### src/rtl/ad_lvds_delay_cal_if.sv
// Delay-line control bus between the calibration sequencer and the lane receivers.
// up_dld is a one-cycle load strobe that qualifies up_dwdata and has no back-pressure; up_drdata is always valid.
interface ad_lvds_delay_cal_if #(
   parameter int NUM_LANES = 6
);
   logic [NUM_LANES-1:0]   up_dld;
   logic [5*NUM_LANES-1:0] up_dwdata;
   logic [5*NUM_LANES-1:0] up_drdata;

   modport master (output up_dld, output up_dwdata, input up_drdata);
   modport slave  (input up_dld, input up_dwdata, output up_drdata);
endinterface

### src/rtl/ad_lvds_delay_cal.sv
// LVDS input-delay calibration: sweeps all 32 taps on every lane, finds the widest
// passing window per lane, loads its centre and confirms it by readback.
module ad_lvds_delay_cal #(
   parameter int NUM_LANES     = 6,
   parameter int SETTLE_CYCLES = 16,
   parameter int SAMPLE_CYCLES = 64,
   parameter int MIN_WINDOW    = 4
) (
   input  logic                   up_clk,
   input  logic                   up_rstn,
   input  logic                   cal_start,
   input  logic [NUM_LANES-1:0]   lane_ok,
   ad_lvds_delay_cal_if.master    dly,
   output logic                   cal_busy,
   output logic                   cal_done,
   output logic [NUM_LANES-1:0]   cal_error,
   output logic [5*NUM_LANES-1:0] cal_tap,
   output logic [2:0]             dbg_state
);

   typedef enum logic [2:0] {
      S_IDLE, S_LOAD, S_SETTLE, S_SAMPLE, S_EVAL, S_APPLY, S_VERIFY, S_DONE
   } state_t;

   state_t                 r_state, w_next;
   logic [4:0]             r_tap;
   logic [7:0]             r_cnt;
   logic [NUM_LANES-1:0]   r_pass;
   logic [5:0]             r_run_len    [NUM_LANES];
   logic [4:0]             r_run_start  [NUM_LANES];
   logic [5:0]             r_best_len   [NUM_LANES];
   logic [4:0]             r_best_start [NUM_LANES];
   logic [5:0]             w_nrun       [NUM_LANES];
   logic [4:0]             w_nstart     [NUM_LANES];
   logic [5*NUM_LANES-1:0] r_dwdata, w_dwdata, w_centre;
   logic [NUM_LANES-1:0]   r_error;
   logic [5*NUM_LANES-1:0] r_cal_tap;

   always_ff @(posedge up_clk or negedge up_rstn) begin
      if (!up_rstn) r_state <= S_IDLE;
      else          r_state <= w_next;
   end

   always_comb begin
      w_next = r_state;
      case (r_state)
         S_IDLE:   if (cal_start) w_next = S_LOAD;
         S_LOAD:   w_next = S_SETTLE;
         S_SETTLE: if (r_cnt == 8'd0) w_next = S_SAMPLE;
         S_SAMPLE: if (r_cnt == 8'd0) w_next = S_EVAL;
         S_EVAL:   w_next = (r_tap == 5'd31) ? S_APPLY : S_LOAD;
         S_APPLY:  w_next = S_VERIFY;
         S_VERIFY: if (r_cnt == 8'd0) w_next = S_DONE;
         S_DONE:   w_next = S_IDLE;
         default:  w_next = S_IDLE;
      endcase
   end

   // Window bookkeeping for the tap just sampled, and the resulting per-lane centre.
   always_comb begin
      for (int i = 0; i < NUM_LANES; i++) begin
         w_nrun[i]   = r_pass[i] ? r_run_len[i] + 6'd1 : 6'd0;
         w_nstart[i] = (r_pass[i] && r_run_len[i] == 6'd0) ? r_tap : r_run_start[i];
         w_centre[5*i +: 5] = (r_best_len[i] == 6'd0) ? 5'd0
                              : 5'(r_best_start[i] + 5'(r_best_len[i] >> 1));
      end
   end

   always_comb begin
      w_dwdata = r_dwdata;
      case (r_state)
         S_LOAD:  w_dwdata = {NUM_LANES{r_tap}};
         S_APPLY: w_dwdata = w_centre;
         default: w_dwdata = r_dwdata;
      endcase
   end

   always_ff @(posedge up_clk or negedge up_rstn) begin
      if (!up_rstn) begin
         r_tap     <= 5'd0;
         r_cnt     <= 8'd0;
         r_pass    <= '0;
         r_dwdata  <= '0;
         r_error   <= '0;
         r_cal_tap <= '0;
         for (int i = 0; i < NUM_LANES; i++) begin
            r_run_len[i]    <= 6'd0;
            r_run_start[i]  <= 5'd0;
            r_best_len[i]   <= 6'd0;
            r_best_start[i] <= 5'd0;
         end
      end else begin
         r_dwdata <= w_dwdata;
         case (r_state)
            S_IDLE: if (cal_start) begin
               r_tap     <= 5'd0;
               r_error   <= '0;
               r_cal_tap <= '0;
               for (int i = 0; i < NUM_LANES; i++) begin
                  r_run_len[i]    <= 6'd0;
                  r_run_start[i]  <= 5'd0;
                  r_best_len[i]   <= 6'd0;
                  r_best_start[i] <= 5'd0;
               end
            end
            S_LOAD: r_cnt <= 8'(SETTLE_CYCLES - 1);
            S_SETTLE: begin
               if (r_cnt == 8'd0) begin
                  r_cnt  <= 8'(SAMPLE_CYCLES - 1);
                  r_pass <= '1;
               end else begin
                  r_cnt <= r_cnt - 8'd1;
               end
            end
            S_SAMPLE: begin
               r_pass <= r_pass & lane_ok;
               if (r_cnt != 8'd0) r_cnt <= r_cnt - 8'd1;
            end
            S_EVAL: begin
               // Strict compare keeps the earliest of equally wide windows.
               for (int i = 0; i < NUM_LANES; i++) begin
                  r_run_len[i]   <= w_nrun[i];
                  r_run_start[i] <= w_nstart[i];
                  if (r_pass[i] && w_nrun[i] > r_best_len[i]) begin
                     r_best_len[i]   <= w_nrun[i];
                     r_best_start[i] <= w_nstart[i];
                  end
               end
               if (r_tap != 5'd31) r_tap <= r_tap + 5'd1;
            end
            S_APPLY: begin
               r_cal_tap <= w_centre;
               r_cnt     <= 8'd1;
            end
            S_VERIFY: begin
               if (r_cnt == 8'd0) begin
                  for (int i = 0; i < NUM_LANES; i++)
                     r_error[i] <= (r_best_len[i] < 6'(MIN_WINDOW)) ||
                                   (dly.up_drdata[5*i +: 5] != w_centre[5*i +: 5]);
               end else begin
                  r_cnt <= r_cnt - 8'd1;
               end
            end
            default: ;
         endcase
      end
   end

   assign dly.up_dld    = (r_state == S_LOAD || r_state == S_APPLY) ? '1 : '0;
   assign dly.up_dwdata = w_dwdata;
   assign cal_busy      = (r_state != S_IDLE);
   assign cal_done      = (r_state == S_DONE);
   assign cal_error     = r_error;
   assign cal_tap       = r_cal_tap;
   assign dbg_state     = r_state;

endmodule

### src/flat_wrapper.sv
// flat-port wrapper written by rule: the top's interface ports become plain ports
module ad_lvds_delay_cal_flat 
#(
   parameter int NUM_LANES     = 6,
   parameter int SETTLE_CYCLES = 16,
   parameter int SAMPLE_CYCLES = 64,
   parameter int MIN_WINDOW    = 4
)
  (up_clk, up_rstn, cal_start, lane_ok, cal_busy, cal_done, cal_error, cal_tap, dbg_state, dly_up_dld, dly_up_dwdata, dly_up_drdata);
  ad_lvds_delay_cal_if #(.NUM_LANES(NUM_LANES)) dly_i ();
  input  logic up_clk;
  input  logic up_rstn;
  input  logic cal_start;
  input  logic [NUM_LANES-1:0] lane_ok;
  output logic cal_busy;
  output logic cal_done;
  output logic [NUM_LANES-1:0] cal_error;
  output logic [5*NUM_LANES-1:0] cal_tap;
  output logic [2:0] dbg_state;
  output wire logic [$bits(dly_i.up_dld)-1:0] dly_up_dld;
  output wire logic [$bits(dly_i.up_dwdata)-1:0] dly_up_dwdata;
  input wire logic [$bits(dly_i.up_drdata)-1:0] dly_up_drdata;
  assign dly_up_dld = dly_i.up_dld;
  assign dly_up_dwdata = dly_i.up_dwdata;
  assign dly_i.up_drdata = dly_up_drdata;
  ad_lvds_delay_cal #(.NUM_LANES(NUM_LANES), .SETTLE_CYCLES(SETTLE_CYCLES), .SAMPLE_CYCLES(SAMPLE_CYCLES), .MIN_WINDOW(MIN_WINDOW)) u_core (.up_clk(up_clk), .up_rstn(up_rstn), .cal_start(cal_start), .lane_ok(lane_ok), .dly(dly_i), .cal_busy(cal_busy), .cal_done(cal_done), .cal_error(cal_error), .cal_tap(cal_tap), .dbg_state(dbg_state));
endmodule
### config.mk
export PLATFORM = sky130hd
export DESIGN_NAME = ad_lvds_delay_cal_flat
export DESIGN_NICKNAME = d
export VERILOG_FILES = /design/src/rtl/ad_lvds_delay_cal_if.sv /design/src/rtl/ad_lvds_delay_cal.sv /design/src/flat_wrapper.sv
export SDC_FILE = /design/constraint.sdc
export NUM_CORES = 1
export LEC_CHECK = 0
export BUFFER_PORTS_ARGS = -buffer_cell sky130_fd_sc_hd__buf_4
export CORE_ASPECT_RATIO = 0.6
export CORE_UTILIZATION = 65
export DETAILED_ROUTE_END_ITERATION = 8
export PLACE_DENSITY = 0.95
export SETUP_SLACK_MARGIN = 0.05
export SKIP_CTS_REPAIR_TIMING = 1
export SLEW_MARGIN = 20
export SYNTH_ARGS = -nofsm -noshare
export SYNTH_HDL_FRONTEND = slang
export SYNTH_SLANG_ARGS = --single-unit
### constraint.sdc
create_clock -name up_clk -period 6.5 [get_ports up_clk]
set_input_delay 0.65 -clock up_clk [delete_from_list [all_inputs] [get_ports up_clk]]
set_output_delay 0.65 -clock up_clk [all_outputs]
set_load 0.02 [all_outputs]
; Yosys cells after proc, flatten, opt, wreduce, memory -nomap -nowiden
; Index checks and enable logic that the tools add are counted.
[totals]
regBits = 220
input_bits = 39
output_inout_bits = 77
wordCells = 196
[classes]
addsub = 14
magnitude_cmp = 12
n_eq_ne = 28
n_mux = 57
bitwise_logic = 1
reduce_logical = 53
[ops]
columns = operator, n
row1 = one-hot mux 30 bit (2 select lines), 4
row2 = one-hot mux 36 bit (2 select lines), 2
row3 = 2-to-1 mux 5 bit, 20
row4 = 2-to-1 mux 6 bit, 16
row5 = zero test 6 bit, 12
row6 = one-hot mux 8 bit (5 select lines), 1
row7 = "adder 6 x 1 -> 6 bit, second input constant", 6
row8 = > comparator 6 bit, 6
row9 = "less-than comparator 6 x 3 -> 1 bit, second input constant", 6
row10 = 2-to-1 mux 36 bit, 1
row11 = adder 5 bit, 6
row12 = 2-to-1 mux 30 bit, 1
row13 = != test 5 bit, 6
row14 = AND reduction 3 bit, 9
row15 = 2-to-1 mux 8 bit, 3
row16 = one-hot mux 3 bit (8 select lines), 1
row17 = one-hot mux 6 bit (2 select lines), 2
row18 = "!= test 2 x 1 -> 1 bit, second input constant", 11
row19 = 2-to-1 mux 3 bit, 5
row20 = "equality test 3 bit, second input constant", 4
row21 = logical AND 1 bit, 12
row22 = one-hot mux 5 bit (2 select lines), 1
row23 = zero test 8 bit, 1
row24 = nonzero test 2 bit, 4
row25 = other kinds (15), 25

; Logic depth before layout (Yosys ltp)
; Gate-level depths: netlist of run 1.
[logic_depth]
ltp_word = 6
depth_mapped = 11
ltp_nobuf = 10

; Worst setup path before layout of run 1
; Ideal clock, no wire load.
[synth_path]
path_kind = reg-to-output
start = reg u_core.r_best_len[7] in the netlist's numbering
end = out dly_up_dwdata[24]
arrival_time_ps = 2085
required_ps = 5850
path_slack_ps = 3765
path_stages_with_launch = 9
n_path_buf = 0
cell_sequence = dfrtp_1 ha_1 inv_1 fa_1 nand2b_1 a21oi_1 xnor2_1 a31oi_1 o21ai_0
[synth_between]
elab_chain_len = 3
word_cells_on_any_way = 4
classes_between = 1 x add/sub / 2 x mux / 1 x reduce/logical
[synth_rtl]
columns = element, line_no
row1 = start: declaration, ad_lvds_delay_cal.sv:31  ; logic [5:0] r_best_len [NUM_LANES];
row2 = start signal: indexed assignment, ad_lvds_delay_cal.sv:125  ; r_best_len[i] <= w_nrun[i];
row3 = adder 5 bit / zero test 6 bit (equally long branches), "ad_lvds_delay_cal.sv:65, ad_lvds_delay_cal.sv:64"
row4 = 2-to-1 mux 5 bit (*), ad_lvds_delay_cal.sv:64  ; w_centre[5*i +: 5] = (r_best_len[i] == 6'd0) ? 5'd0
row5 = one-hot mux 30 bit (2 select lines) (*), ad_lvds_delay_cal.sv:71  ; case (r_state)
row6 = end: declaration, flat_wrapper.sv:21  ; output wire logic [$bits(dly_i.up_dwdata)-1:0] dly_up_dwdata;
; Every way passes the cells marked *; elsewhere a longest branch is shown, timed or not.

; Final worst setup path of run 1
[layout_path]
start = reg u_core.r_state[1] (netlist: u_core.dbg_state[1])
end = out dly_up_dwdata[9]
[layout_between]
elab_chain_len = 2
word_cells_on_any_way = 3
classes_between = 2 x eq/ne / 1 x mux
[layout_rtl]
columns = element, line_no
row1 = start: declaration, ad_lvds_delay_cal.sv:25  ; state_t r_state, w_next;
row2 = start signal: assignment, ad_lvds_delay_cal.sv:41  ; else r_state <= w_next;
row3 = equality test 3 bit / equality test 3 x 1 -> 1 bit (equally long branches), ad_lvds_delay_cal.sv:71
row4 = one-hot mux 30 bit (2 select lines) (*), ad_lvds_delay_cal.sv:71
; Marks and branches as above.

==> flow_summary.json, run 1 <==
{
  "finalSetupTns_ns": 0,
  "drive_gt1_frac": 0.176,
  "rows": 38,
  "detailed_place_hpwl_um": 24500,
  "fp.dieH_um": 109,
  "grt_max_degree": 101,
  "track_usage": 0.364,
  "drtAntennaViolNets": 0,
  "syn_area_per_cell_um2": 9.90,
  "gp_congestion": 0.954,
  "synthAdderAreaFrac": 0.0846,
  "p_per_area_nw_per_um2": 187,
  "crit_type": "reg -> out",
  "synth_top_family_by_area": "simple AND/OR/NAND/NOR gates",
  "yosysSeqAreaShare": 0.440,
  "finalSetupViolCount": 0,
  "wl_met3_um": 4990,
  "yosys.area_share.simple": 0.159,
  "wl_per_cell_um": 22.2,
  "relSlewSlack": 0.240,
  "syn_nets": 1384,
  "clockBufferDepth": 3,
  "synth-seq-cells": 220,
  "outcome": "finished clean",
  "antenna_found_initial": 1,
  "crit_arrival_ns": 3.39,
  "worst_slack_ns": 2.46,
  "peakVddDrop_v": 0.000184,
  "start_util": 0.678,
  "tightest_slew_ns": 1.14,
  "io_buffers": 115,
  "met2_length_um": 15400,
  "synthFlopType": "dfrtp_1",
  "final_nets": 1477,
  "crit_path_start_kind": "flip-flop",
  "synth_compound_area_frac": 0.150,
  "vias_per_cell": 6.64,
  "first_pass_iters": 6,
  "period_share": 0.622,
  "n_antenna_cell": 0,
  "worstPathRequired_ns": 5.85,
  "fp.dieArea_um2": 19800,
  "fp.coreArea_um2": 18400,
  "die_x_um": 181,
  "r2r_setup_slack_ns": 2.88,
  "root_buffer": "clkbuf_16",
  "rsz0062_at_grt": "false",
  "min_period_ns": 4.04,
  "synth_mux_area_frac": 0.0759,
  "topRoutingLayerUsed": "met4",
  "cts_buffers": 21,
  "drc": 0,
  "syn_area_um2": 12500,
  "ios": 116,
  "cts_tree": "yes",
  "grt_pass1_wl_um": 55600,
  "p_leak_nw": 7.30,
  "overflow": 0,
  "cts-htree-levels": 1,
  "vias": 10700,
  "syn_inst": 1264,
  "drt-initial-drc-count": 1192,
  "area_growth_pct": 13.7,
  "pre_cts_ws_ns": 2.79,
  "synth-warning-count": 0,
  "fin_skew_ns": 0.0117,
  "hold_path_class": "in -> async",
  "synth_edf_count": 0,
  "drv_cap": 0,
  "cts.clk_slew.worst_paths_ns": 0.07,
  "hold_viol_final": 0,
  "synth_xor_area_frac": 0.0490,
  "ys_types": 65,
  "async_flop_share": 1.00,
  "fmax_ghz": 0.247,
  "routed_wl_um": 35700,
  "cts.sinks": 220,
  "critPathMaxFanout": 61,
  "maxSlewViolCount": 0,
  "grt_pass1_vias": 10300,
  "end_kind": "primary output",
  "wl_met1_um": 14300,
  "fin_util": 0.771,
  "clk_latency_ns": 0.50
}
## layer usage
metal / vias up / global-route usage
li1: 4654 / -
met3: 98 / 0.119
met5: - / 0
met1: 5169 / 0.496
met4: 0 / 0.121
met2: 746 / 0.552
## critical path: stages (launching register included)
cell and delay [ns]:
dfrtp_1 0.88, clkinv_1 0.53, nand2_2 0.17, buf_4 0.51
inv_1 0.31, o21ai_0 0.19, nand2_1 0.12, buf_4 0.17
## layout by cell type (no fill, tap or decap), types with 32 or more instances in the layout
master / instances
a22o_1: 44
ha_1: 75
buf_4: 129
inv_1: 65
xor2_1: 32
mux2_2: 55
nand2_1: 103
dfrtp_1: 220
nor2_1: 102
a21o_1: 52
xnor2_1: 38
o21ai_0: 69
a21oi_1: 46
mux2i_1: 33
nand3_1: 59
## registers in the layout, indices dropped and copies added, names as in the netlist
name,cells
u_core.r_run_len,36
u_core.r_tap,5
u_core.cal_tap,30
u_core.r_best_len,36
u_core.r_best_start,30
u_core.r_cnt,8
u_core.dbg_state,3
u_core.r_pass,6
u_core.cal_error,6
u_core.r_run_start,30
u_core.r_dwdata,30
## synthesized netlist by cell type (5+ instances only)
cell type    n  area share
nand2_1    105       0.032
ha_1        75       0.075
nand3b_1     6      0.0036
o31ai_1     16      0.0096
xnor2_1     38       0.027
mux2_2      55       0.050
nor2_1     102       0.031
o21ai_0     69       0.028
a21o_1      52       0.031
inv_1       65       0.020
dfrtp_1    220        0.44
buf_2        9      0.0036
xor2_1      32       0.022
a21oi_1     46       0.018
and3_1       9      0.0045
buf_4        6      0.0036
nor3_1      20      0.0080
nand3_1     59       0.024
fa_1         6      0.0096
a31oi_1     21       0.011
nor4b_1      6      0.0042
a22o_1      44       0.031
clkbuf_1    42       0.013
and2_1      26       0.013
or4_1        5      0.0030
nor2b_1     22       0.011
mux2i_1     33       0.026
a211oi_1    12      0.0072
nand4_1     10      0.0050
## logic make-up (layout without fill, tap and decap cells)
family / after synthesis / count (layout)
compound gates: 282 / 282
buf+inv: 127 / 230
flops: 220 / 220
xor+xnor: 70 / 70
fa+ha+maj: 81 / 81
simple gates: 396 / 396
mux: 88 / 88
## report_power, final
group          total (mW)   switching [mW]  internal (mW)  leakage [nW]
Sequential           1.37  0.0000000000639           1.37          2.67
Clock                1.23            0.530          0.696         0.333
Combinational      0.0597           0.0388         0.0209          4.30
Total                2.65            0.568           2.09          7.30
## worst paths after layout
kind,start,end,cells past startpoint
setup reg to reg,u_core.dbg_state[1]$_DFFE_PN0P_,u_core.cal_tap[27]$_DFFE_PN0P_,7
setup / recovery,u_core.dbg_state[1]$_DFFE_PN0P_,dly_up_dwdata[9],7
min in group up_clk,dly_up_drdata[23],u_core.cal_error[4]$_DFFE_PN0P_,3
max in group asynchronous,up_rstn,u_core.cal_tap[3]$_DFFE_PN0P_,2
hold / removal,up_rstn,u_core.cal_tap[21]$_DFFE_PN0P_,1
hold reg to reg,u_core.r_dwdata[19]$_DFF_PN0_,u_core.r_dwdata[19]$_DFF_PN0_,2
## stage by stage
step	instances	cell area, um^2	hold slack, ns	total power, mW
6_report	1607	14200	0.161	2.65
5_1_grt	1607	14200	0.227	2.71
4_1_cts	1607	14200	0.219	2.66
3_5_place_dp	1574	13500	0.482	1.46
3_3_place_gp	1574	13500	0.456	1.45
2_1_floorplan	1264	12500	0.354	1.40
## area by class of cell
type	count	area (um^2)
repair buffers	130	983
flip-flops and latches	220	5510
multi-input cells	917	6520
clock inverters	5	53.8
clock buffers	28	612
well taps	240	300
fillers	1120	4220
inverters	67	251
Note: power is estimated with default switching activity, not from simulation.
==> run 2, diff against run 1 <==
ABC_AREA = 1   (was default)
CORE_UTILIZATION = 54   (was 65)
PLACE_DENSITY = 0.89   (was 0.95)
clock period = 3.3 ns   (was 6.5 ns; I/O delays follow)
==> run 2 against run 1 <==
  * Combinational power increased to 94 times the previous value
  * Register-to-register slack got worse by 2.4 ns
  * Largest power group is now combinational cells
  * Largest cell class unchanged
  * Non-clock buffer count decreased by 3
  * Design area decreased by 0.18%
  * Critical path type unchanged
  * Core utilization decreased by 13 points
==> flow_summary.json, run 2 <==
{
  "hp-start": "lane_ok[3]",
  "crit_type": "reg -> out",
  "clockBufferDepth": 3,
  "end_kind": "primary output",
  "synth-seq-cells": 220,
  "fin_skew_ns": 0.0116,
  "area_growth_pct": 14.8,
  "cts.clk_slew.worst_paths_ns": 0.07,
  "min_to": "u_core.r_pass[3]$_DFFE_PN0P_",
  "cts_buffers": 20,
  "grt_max_degree": 99,
  "crit_path_start_kind": "flip-flop",
  "worstRegToRegCells": 15,
  "fmax_ghz": 0.320,
  "vias": 11400,
  "ys_types": 38,
  "fp.dieH_um": 119,
  "drive_gt1_frac": 0.110,
  "met2_length_um": 15400,
  "fin_util": 0.639,
  "first_pass_iters": 6,
  "ys_top_cells_by_area": "dfrtp_1, nand2_1, ha_1",
  "ios": 116,
  "vias_per_cell": 5.81,
  "peakVddDrop_v": 0.000466,
  "drc": 0,
  "finalSetupTns_ns": 0,
  "wl_per_cell_um": 17.2,
  "synth_top_cell_by_area": "dfrtp_1",
  "overflow": 0,
  "synthFlopType": "dfrtp_1",
  "topRoutingLayerUsed": "met4",
  "final_nets": 1769,
  "grt_pass1_vias": 10900,
  "outcome": "finished clean",
  "wl_met1_um": 14200,
  "syn_inst": 1557,
  "relSlewSlack": 0.489,
  "period_share": 0.946,
  "n_antenna_cell": 0,
  "track_usage": 0.296,
  "reg_top3": "u_core.r_best_len: 36 flops, u_core.r_run_len: 36 flops",
  "worstPathRequired_ns": 2.97,
  "synthTopCellsByCount": "nand2_1, dfrtp_1, inv_1, nand3_1, nor2_1",
  "cts_tree": "yes",
  "p_leak_nw": 7.66,
  "drv_cap": 0,
  "synth.top_cell.area_share": 0.445,
  "final_common_cell": "nand2_1",
  "synth_edf_count": 0,
  "grt_pass1_wl_um": 55400,
  "drt-initial-drc-count": 1221,
  "gp_congestion": 0.940,
  "crit_arrival_ns": 2.79,
  "maxSlewViolCount": 0,
  "reg2reg_to": "u_core.r_best_len[19]$_DFFE_PN0P_",
  "detailed_place_hpwl_um": 23300,
  "fp.dieArea_um2": 23500,
  "syn_nets": 1677,
  "layout_common_cells": "nand2_1, dfrtp_1, inv_1, nand3_1, nor2_1",
  "min_period_ns": 3.12,
  "finalSetupViolCount": 0,
  "syn_area_um2": 12400,
  "yosysSeqAreaShare": 0.445,
  "cts.sinks": 220,
  "hold_viol_final": 0,
  "routed_wl_um": 34000,
  "syn_area_per_cell_um2": 7.94,
  "hold_path_class": "in -> reg",
  "drtAntennaViolNets": 0,
  "start_util": 0.556,
  "cts-htree-levels": 1,
  "root_buffer": "clkbuf_16",
  "antenna_found_initial": 0,
  "critPathMaxFanout": 31,
  "wl_met3_um": 3360,
  "rows": 42,
  "rr_startpoint": "u_core.r_run_len[19]$_DFFE_PN0P_",
  "yosysMostFrequentCell": "nand2_1",
  "synth-warning-count": 0,
  "fp.coreArea_um2": 22200,
  "async_flop_share": 1.00,
  "holdPathStages": 3,
  "io_buffers": 115,
  "clk_latency_ns": 0.53,
  "p_per_area_nw_per_um2": 908,
  "die_x_um": 197,
  "rsz0062_at_grt": "false",
  "r2r_setup_slack_ns": 0.51,
  "tightest_slew_ns": 0.767
}
run 2: cell type report:
| cell class | instances | area (um^2) |
|---|---|---|
| Clock inverter | 10 | 188 |
| Sequential cell | 220 | 5510 |
| Clock buffer | 25 | 561 |
| Tap cell | 308 | 385 |
| Timing Repair Buffer | 127 | 1000 |
| Fill cell | 1726 | 8030 |
| Inverter | 205 | 769 |
| Multi-Input combinational cell | 1075 | 5790 |
run 2: worst max-delay path by stage:
| stage | slack [ns] | depth (start not counted) | start | endpoint |
|---|---|---|---|---|
| 6_report | 0.18 | 7 | u_core.dbg_state[0]$_DFFE_PN0P_ | dly_up_dwdata[8] |
| 2_1_floorplan | 1.19 | 7 | u_core.dbg_state[0]$_DFFE_PN0P_ | dly_up_dwdata[29] |
| 3_3_place_gp | 0.80 | 14 | u_core.r_run_len[6]$_DFFE_PN0P_ | u_core.r_best_len[6]$_DFFE_PN0P_ |
| 4_1_cts | 0.27 | 7 | u_core.dbg_state[0]$_DFFE_PN0P_ | dly_up_dwdata[8] |
| 5_1_grt | 0.06 | 7 | u_core.dbg_state[0]$_DFFE_PN0P_ | dly_up_dwdata[8] |
| 3_5_place_dp | 0.62 | 14 | u_core.r_run_len[7]$_DFFE_PN0P_ | u_core.r_best_len[8]$_DFFE_PN0P_ |
run 2: metrics by stage:
step	area [um^2]	power, mW	hold WS [ns]	setup WS (ns)	std cells
floorplan	12400	8.30	0.0344	1.19	1557
global placement	13400	9.64	0.399	0.797	1934
detailed placement	13400	9.97	0.407	0.620	1934
CTS	14200	12.8	-0.127	0.269	1969
global route	14200	13.8	0.0698	0.0649	1970
finish	14200	12.9	0.0533	0.178	1970
run 2: cells by family after synthesis:
logic type / synth area share
buf+inv: 0.0869
fa+ha+maj: 0.0856
simple gates: 0.254
flops: 0.445
compound gates: 0.112
xor+xnor: 0.0163
run 2: worst max-delay path, stage by stage (launching register included):
cell,delay (ns)
dfrtp_1,0.47
inv_2,0.10
nor2_2,0.26
inv_2,0.34
nor2_4,0.26
nand2_1,0.36
nand3_1,0.30
buf_4,0.18
run 2: power breakdown:
part	internal (mW)	total (mW)	switching, mW
clock	1.61	2.70	1.10
combinational	2.14	5.63	3.50
sequential	3.68	4.55	0.870
total	7.42	12.9	5.46
run 2: layer usage:
metal  vias to the layer above  global-route usage
met5                         -                   0
met4                         0              0.0925
met3                       102              0.0561
met2                       619               0.462
met1                      5428               0.418
li1                       5293                   -
==> run 3, diff against run 2 <==
--- a/config.mk
+++ b/config.mk
@@ -9,3 +9,3 @@
 export BUFFER_PORTS_ARGS = -buffer_cell sky130_fd_sc_hd__buf_4
-export CORE_ASPECT_RATIO = 0.6
+export CORE_ASPECT_RATIO = 1.1
 export CORE_UTILIZATION = 54
==> constraint.sdc (replaced) <==
create_clock -name up_clk -period 3.3 [get_ports up_clk]
set_input_delay 0.165 -clock up_clk [delete_from_list [all_inputs] [get_ports up_clk]]
set_output_delay 0.165 -clock up_clk [all_outputs]
set_load 0.02 [all_outputs]
==> run 3 against run 2 <==
  * Clock power shrank 3%
  * Worst setup slack gained 0.029 ns
  * Hold slack lost 0.019 ns
  * Sequential share of layout area shrank 0.12 points
  * Flip-flop and latch count is the same
  * Maximum frequency grew 0.95%
  * Critical path type unchanged
  * Largest cell class unchanged
  * Largest power group unchanged
==> flow_summary.json, run 3 (synthesized netlist as in run 2, its figures left out) <==
{
  "crit_type": "reg -> out",
  "period_share": 0.937,
  "end_kind": "primary output",
  "vias": 11400,
  "p_sw_mw": 5.35,
  "clockBufferDepth": 3,
  "cts_buffers": 23,
  "cp_slowest_cell": "dfrtp_1",
  "critPathMaxFanout": 18,
  "grt_max_degree": 96,
  "outcome": "finished clean",
  "hold_path_class": "in -> reg",
  "n_antenna_cell": 0,
  "fmax_ghz": 0.323,
  "fp.dieH_um": 161,
  "first_pass_iters": 7,
  "critPathBufInv": 3,
  "root_buffer": "clkbuf_16",
  "drv_cap": 0,
  "area_growth_pct": 15.1,
  "p_clk_frac": 0.206,
  "worst_path_largest_cell_delay_ns": 0.48,
  "finalSetupTns_ns": 0,
  "combPwrFrac": 0.439,
  "critical-path-top-delay-family": "simple AND/OR/NAND/NOR gates",
  "gp_congestion": 0.879,
  "start_util": 0.556,
  "relSlewSlack": 0.540,
  "p_per_area_nw_per_um2": 894,
  "io_buffers": 115,
  "path_cells": "nor2_2 > nand2_1 > inv_1 > buf_4 > nand3_1 > nand3_1 > buf_4",
  "rsz0062_at_grt": "false",
  "vias_per_cell": 5.79,
  "finalSetupViolCount": 0,
  "overflow": 0,
  "track_usage": 0.288,
  "drive_gt1_frac": 0.111,
  "min_period_ns": 3.09,
  "routed_wl_um": 33400,
  "p_leak_nw": 7.69,
  "grt_pass1_wl_um": 54700,
  "cts.sinks": 220,
  "detailed_place_hpwl_um": 23000,
  "cts-htree-levels": 1,
  "internal-power_mw": 7.38,
  "p_seq_frac": 0.355,
  "peakVddDrop_v": 0.000347,
  "crit_path_start_kind": "flip-flop",
  "final_common_cell": "nand2_1",
  "power.total_mw": 12.7,
  "crit_arrival_ns": 2.93,
  "ios": 116,
  "cts_tree": "yes",
  "hold_viol_final": 0,
  "clk_latency_ns": 0.51,
  "wl_per_cell_um": 17.0,
  "drt-initial-drc-count": 895,
  "fin_skew_ns": 0.00916,
  "tightest_slew_ns": 0.690,
  "die_x_um": 146,
  "fp.coreArea_um2": 22300,
  "reg_top3": "u_core.r_best_len: 36 flops, u_core.r_run_len: 36 flops",
  "swShare": 0.420,
  "final_nets": 1778,
  "drtAntennaViolNets": 0,
  "drc": 0,
  "layout_common_cells": "nand2_1, dfrtp_1, inv_1, nand3_1, nor2_1",
  "grt_pass1_vias": 11200,
  "antenna_found_initial": 0,
  "rows": 57,
  "fp.dieArea_um2": 23500,
  "worstPathRequired_ns": 3.13,
  "cts.clk_slew.worst_paths_ns": 0.06,
  "maxSlewViolCount": 0
}
[run 3: cell count changes in the layout (fill, tap and decap cells not counted), moves of 2 or more]
cell,delta
bufinv_16,-3
clkbuf_16,+2
clkbuf_8,+4
clkinv_2,+2
dlygate4sd3_1,+6
[run 3: worst min-delay path, stage by stage]
cell     delay, ns
buf_4         0.09
nor2_1        0.05
o21ai_0       0.19
[run 3: per-layer routing]
layer | vias to the layer above | part of all wire | GRT usage
met5 | - | 0 | 0
met4 | 0 | 0.049 | 0.143
met3 | 117 | 0.085 | 0.0477
met2 | 535 | 0.48 | 0.490
met1 | 5425 | 0.39 | 0.354
li1 | 5314 | - | -
[run 3: path summary, 6_finish.rpt]
path                       cells past startpoint  slack [ns]                                 to                             start
setup reg to reg                              15        0.51  u_core.r_best_len[28]$_DFFE_PN0P_  u_core.r_run_len[25]$_DFFE_PN0P_
min in group asynchronous                      2        0.26   u_core.r_run_len[15]$_DFFE_PN0P_                           up_rstn
setup / recovery                               7        0.21                   dly_up_dwdata[2]   u_core.dbg_state[1]$_DFFE_PN0P_
max in group asynchronous                      3        2.00      u_core.r_dwdata[12]$_DFF_PN0_                           up_rstn
hold reg to reg                                2        0.50    u_core.cal_error[1]$_DFFE_PN0P_   u_core.cal_error[1]$_DFFE_PN0P_
hold / removal                                 3        0.03    u_core.dbg_state[1]$_DFFE_PN0P_                         cal_start
[run 3: power groups by stage]
stage               logic (mW)  clock network [mW]  registers, mW
floorplan                 3.82                   0           4.49
global placement          5.15                   0           4.47
detailed placement        5.44                   0           4.52
CTS                       5.54                2.64           4.49
global route              6.25                2.74           4.62
finish                    5.59                2.62           4.52
[run 3: cell type report]
cell class              count  area, um^2
well taps                 295         369
fillers                  1773        8010
inverters                 205         772
flip-flops and latches    220        5510
repair buffers            133        1050
clock buffers              32         669
multi-input cells        1075        5790
clock inverters             7        87.6
[run 3: stage by stage]
step                cell area, um^2  hold WS (ns)  worst slack, ns   util  instances
finish                        14200        0.0343            0.207  0.640       1967
global route                  14200        0.0457            0.101  0.640       1967
CTS                           14200        -0.309            0.148  0.637       1960
detailed placement            13400         0.218            0.591  0.603       1921
global placement              13400         0.217            0.752  0.603       1921
floorplan                     12400        -0.131             1.27      -       1557
